==> src/rtl/pwm_pkg.sv <==
// Shared widths and types for the PWM datapath: switch/duty code width, PWM counter
// width and the duty-ramp state encoding.
package pwm_pkg;

  localparam int unsigned SW_W  = 4;
  localparam int unsigned CBITS = 20;

  typedef logic [SW_W-1:0] duty_t;

  typedef enum logic [1:0] {
    StIdle,
    StRampUp,
    StRampDown
  } duty_state_t;

endpackage

==> src/rtl/sw_debounce.sv <==
// Two-flop synchronizer plus whole-vector debounce for the slide switches.
// A new synchronized value is accepted after DB_CYCLES consecutive mismatching cycles.
module sw_debounce #(
  parameter int unsigned SW_W      = 4,
  parameter int unsigned DB_CYCLES = 50000
) (
  input  logic            clk_i,
  input  logic            rst_i,
  input  logic [SW_W-1:0] sw_i,
  output logic [SW_W-1:0] target_o
);

  localparam int unsigned     CNT_W  = $clog2(DB_CYCLES);
  localparam logic [CNT_W-1:0] CntMax = CNT_W'(DB_CYCLES - 1);

  logic [SW_W-1:0]  sync1_q, sw_s_q;
  logic [SW_W-1:0]  target_q, target_d;
  logic [CNT_W-1:0] cnt_q, cnt_d;

  // The count is shared by all bits: a mismatch that changes value mid-count keeps counting
  // and the value present at acceptance wins.
  always_comb begin
    cnt_d    = cnt_q;
    target_d = target_q;
    if (sw_s_q == target_q) begin
      cnt_d = '0;
    end else if (cnt_q == CntMax) begin
      target_d = sw_s_q;
      cnt_d    = '0;
    end else begin
      cnt_d = cnt_q + CNT_W'(1);
    end
  end

  always_ff @(posedge clk_i) begin
    if (rst_i) begin
      sync1_q  <= '0;
      sw_s_q   <= '0;
      target_q <= '0;
      cnt_q    <= '0;
    end else begin
      sync1_q  <= sw_i;
      sw_s_q   <= sync1_q;
      target_q <= target_d;
      cnt_q    <= cnt_d;
    end
  end

  assign target_o = target_q;

endmodule

==> src/rtl/pwm_duty_conditioner.sv <==
// Conditions raw switches into a duty code that only moves on PWM period boundaries.
// Define SW_SLEW_EN to limit duty to one code step per period; otherwise it jumps to target.
module pwm_duty_conditioner
  import pwm_pkg::*;
#(
  parameter int unsigned DB_CYCLES = 50000
) (
  input  logic            clk_i,
  input  logic            rst_i,
  input  logic [SW_W-1:0] sw_i,
  input  logic            period_start_i,
  output logic [SW_W-1:0] duty_o,
  output logic [SW_W-1:0] target_o,
  output logic            settled_o
);

  duty_t duty_q, duty_d;
  logic  settled_q, settled_d;

  sw_debounce #(
    .SW_W     (SW_W),
    .DB_CYCLES(DB_CYCLES)
  ) u_debounce (
    .clk_i   (clk_i),
    .rst_i   (rst_i),
    .sw_i    (sw_i),
    .target_o(target_o)
  );

`ifdef SW_SLEW_EN
  duty_state_t state_q, state_d;

  // A target reversal or match only redirects the state; duty moves solely on period_start.
  always_comb begin
    state_d = state_q;
    duty_d  = duty_q;
    unique case (state_q)
      StIdle: begin
        if (target_o > duty_q) begin
          state_d = StRampUp;
        end else if (target_o < duty_q) begin
          state_d = StRampDown;
        end
      end
      StRampUp: begin
        if (target_o < duty_q) begin
          state_d = StRampDown;
        end else if (target_o == duty_q) begin
          state_d = StIdle;
        end else if (period_start_i) begin
          duty_d = duty_q + 1'b1;
          if (duty_d == target_o) begin
            state_d = StIdle;
          end
        end
      end
      StRampDown: begin
        if (target_o > duty_q) begin
          state_d = StRampUp;
        end else if (target_o == duty_q) begin
          state_d = StIdle;
        end else if (period_start_i) begin
          duty_d = duty_q - 1'b1;
          if (duty_d == target_o) begin
            state_d = StIdle;
          end
        end
      end
      default: state_d = StIdle;
    endcase
    settled_d = (state_q == StIdle) && (duty_q == target_o);
  end

  always_ff @(posedge clk_i) begin
    if (rst_i) begin
      state_q <= StIdle;
    end else begin
      state_q <= state_d;
    end
  end
`else
  always_comb begin
    duty_d = duty_q;
    if (period_start_i) begin
      duty_d = target_o;
    end
    settled_d = (duty_q == target_o);
  end
`endif

  always_ff @(posedge clk_i) begin
    if (rst_i) begin
      duty_q    <= '0;
      settled_q <= 1'b1;
    end else begin
      duty_q    <= duty_d;
      settled_q <= settled_d;
    end
  end

  assign duty_o    = duty_q;
  assign settled_o = settled_q;

endmodule

==> config.mk <==
export PLATFORM = sky130hd
export DESIGN_NAME = pwm_duty_conditioner
export DESIGN_NICKNAME = d
export VERILOG_FILES = /design/src/rtl/pwm_pkg.sv /design/src/rtl/sw_debounce.sv /design/src/rtl/pwm_duty_conditioner.sv
export SDC_FILE = /design/constraint.sdc
export NUM_CORES = 1
export LEC_CHECK = 0
export CAP_MARGIN = 20
export CORE_ASPECT_RATIO = 1.4
export CORE_MARGIN = 1
export CORE_UTILIZATION = 57
export DETAILED_ROUTE_END_ITERATION = 10
export GPL_TIMING_DRIVEN = 0
export HOLD_SLACK_MARGIN = 0.08
export PLACE_DENSITY_LB_ADDON = 0.3
export SLEW_MARGIN = 20
export SYNTH_ARGS = -nofsm -noshare
export SYNTH_HDL_FRONTEND = slang
export SYNTH_SLANG_ARGS = --single-unit
==> constraint.sdc <==
create_clock -name clk_i -period 4.97 [get_ports clk_i]
set_input_delay 0.994 -clock clk_i [delete_from_list [all_inputs] [get_ports clk_i]]
set_output_delay 0.994 -clock clk_i [all_outputs]
set_load 0.02 [all_outputs]
==> metrics.yaml <==
die_w_um: 42.6
io_pins: 16
r2r_start: "u_debounce.cnt_q[0]"
startpoint_type: "register"
fin_crit_ns: 2.43
h-tree-depth: 2
post-place-ws_ns: 2.52
finClkSkew_ns: 0.00502
fin_setup_tns_ns: 0
rsz0062_at_grt: "no"
cp.arrival_ns: 1.44
path_max_fanout: 5
dp_hpwl_um: 1660
clk_pin_slew_ns: 0.09
hp-class: "register to register"
fillers: 156
final.setup.worst_slack_ns: 2.54
die_y_um: 58.9
rr_worst_depth: 7
reg2reg_to: "u_debounce.cnt_q[2]"
ir_drop_mv: 0.245
ys_seq_area_share_pct: 50.2
critPathSlowestCell: "clkdlybuf4s50_1"
ant_nets: 0
dr.pass1.iters: 4
cap_violations: 0
post_cts_buffers: 0
slew_headroom_pct: 68.8
final_nets: 161
critPathMaxStageDelay_ns: 0.66
clk_latency_ns: 0.32
antenna_found_initial: 0
cp_cell_sequence: "clkdlybuf4s50_1"
drc: 0
slew_violations: 0
crit_cells: 1
crit_end: "target_o[0]"
ys_types: 23
finalSetupViolCount: 0
first_global_vias: 923
power_leakage_nw: 0.536
startpoint: "u_debounce.target_o[0]"
outcome: "complete, no violations"
cts_hold_buf: 0
cp_num_buf_inv: 1
yosys_warnings: 0
route.vias.total: 948
core_area_mm2: 0.00218
cts_sinks: 33
vias_per_cell: 5.39
grt_max_degree: 11
multi_input_area_um2: 622
place_congestion: 0.860
r2r_setup_slack_ns: 2.87
postRouteWirelength_um: 2220
initial_core_util_pct: 60.5
overflow: 0
critPathCaptureType: "output port"
diodes: 0
tightest_slew_ns: 0.464
ys_seq_elements: 33
post_cts_resize_count: 0
grt.total_usage_pct: 20.4
layout_worst_path_cycle_share_pct: 49.0
seqCellArea_um2: 661
synthCells: 132
cts_root_buffer: "clkbuf_4"
rows: 20
critPathKind: "register to output port"
numPortBuffers: 14
wl_per_cell_um: 12.6
cp_top_family: "buffers and inverters"
netlist_area_mm2: 0.00132
grt_first_pass_wirelength_um: 3710
clock.fmax_mhz: 411
drt-initial-drc-count: 14
drive_gt1_share_pct: 7.79
clockBufferDepth: 2
syn_area_per_cell_um2: 9.97
cts_buffers: 5
finalHoldViolCount: 0
area_delta_synth_final_pct: 18.1
cp.required_ns: 3.98
cts_tree: "done"
syn-num-nets: 140
die_area_mm2: 0.00251
pwr_density_cell_mw_per_mm2: 293
==> sequential cells by signal, summed over array words and instances (netlist names) <==
| name | count |
|---|---|
| settled_o | 1 |
| u_debounce.sw_s_q | 4 |
| u_debounce.target_o | 4 |
| u_debounce.cnt_q | 16 |
| u_debounce.sync1_q | 4 |
| duty_o | 4 |
==> metrics by stage <==
step / power, mW / area, µm² / cells / utilization [%] / hold slack [ns]
2_1_floorplan: 0.287 / 1320 / 132 / - / 0.414
3_3_place_gp: 0.294 / 1480 / 168 / 68.2 / 0.418
3_5_place_dp: 0.295 / 1480 / 168 / 68.2 / 0.428
4_1_cts: 0.459 / 1550 / 176 / 71.4 / 0.453
5_1_grt: 0.472 / 1550 / 176 / 71.4 / 0.466
6_report: 0.455 / 1550 / 176 / 71.4 / 0.446
==> report_power, final <==
group,leakage [nW],total (mW),switching (mW),internal (mW)
clock network,0.0413,0.166,0.0843,0.0819
registers,0.268,0.271,0.00246,0.268
logic,0.227,0.0177,0.00819,0.00952
total,0.536,0.455,0.0950,0.360
==> Yosys cell counts <==
master / instances / share of area (%)
or3_1: 1 / 0.48
clkbuf_1: 2 / 0.57
nor4_4: 1 / 1.6
nand4b_1: 1 / 0.67
nor2b_1: 8 / 3.8
mux2i_1: 8 / 6.1
and4_1: 1 / 0.67
buf_6: 1 / 0.86
inv_1: 2 / 0.57
ha_1: 1 / 0.95
nor2_1: 26 / 7.4
nor4_1: 5 / 2.4
buf_4: 1 / 0.57
or4_4: 1 / 0.86
nor3_1: 3 / 1.1
dfxtp_1: 33 / 50
nand2_1: 4 / 1.1
xnor2_1: 14 / 9.3
nand3_1: 5 / 1.9
xor2_1: 8 / 5.3
nand4_1: 4 / 1.9
nand4bb_1: 1 / 0.86
a41o_1: 1 / 0.76
==> placed cells by master (no fill, tap or decap), drive strengths merged <==
| master | count |
|---|---|
| nand4bb | 1 |
| nand4 | 4 |
| xor2 | 8 |
| and4 | 1 |
| or4 | 1 |
| xnor2 | 14 |
| clkbuf | 9 |
| mux2i | 8 |
| clkinv | 1 |
| or3 | 1 |
| nand2 | 4 |
| nor4 | 6 |
| nor3 | 3 |
| dfxtp | 33 |
| ha | 1 |
| clkdlybuf4s50 | 14 |
| nor2b | 8 |
| buf | 2 |
| nor2 | 26 |
| inv | 2 |
| nand4b | 1 |
| nand3 | 5 |
| a41o | 1 |
==> worst min path at each step <==
stage	from	cells past startpoint	to
after floorplan	u_debounce.sync1_q[0]	1	u_debounce.sw_s_q[0]
after global placement	u_debounce.sync1_q[1]	1	u_debounce.sw_s_q[1]
after detailed placement	u_debounce.sync1_q[3]	1	u_debounce.sw_s_q[3]
after CTS	u_debounce.sync1_q[3]	1	u_debounce.sw_s_q[3]
after global routing	u_debounce.sync1_q[3]	1	u_debounce.sw_s_q[3]
final	u_debounce.sync1_q[3]	1	u_debounce.sw_s_q[3]
==> area by class of cell <==
| cell class | instances | share of cell area (%) |
|---|---|---|
| Clock buffer | 7 | 4.19 |
| Tap cell | 22 | 1.77 |
| Multi-Input combinational cell | 93 | 40.0 |
| Buffer | 4 | 1.69 |
| Clock inverter | 1 | 0.322 |
| Timing Repair Buffer | 14 | 9.02 |
| Inverter | 2 | 0.483 |
| Sequential cell | 33 | 42.5 |
==> metal layers <==
metal	vias up	part of all wire (%)	track usage, %
met5	-	0	0
met1	441	41	20.0
li1	487	-	-
met4	0	2.1	12.9
met3	5	2.9	5.83
met2	15	54	36.9
==> cells by family (layout without fill, tap and decap cells) <==
family / Yosys count / in the layout / share of synthesized area [%]
flops: 33 / 33 / 50.2
simple gates: 61 / 61 / 24.8
mux: 8 / 8 / 6.08
buf+inv: 6 / 28 / 2.57
compound gates: 1 / 1 / 0.760
xor+xnor: 22 / 22 / 14.6
fa+ha+maj: 1 / 1 / 0.950
Note: power is estimated with default switching activity, not from simulation.
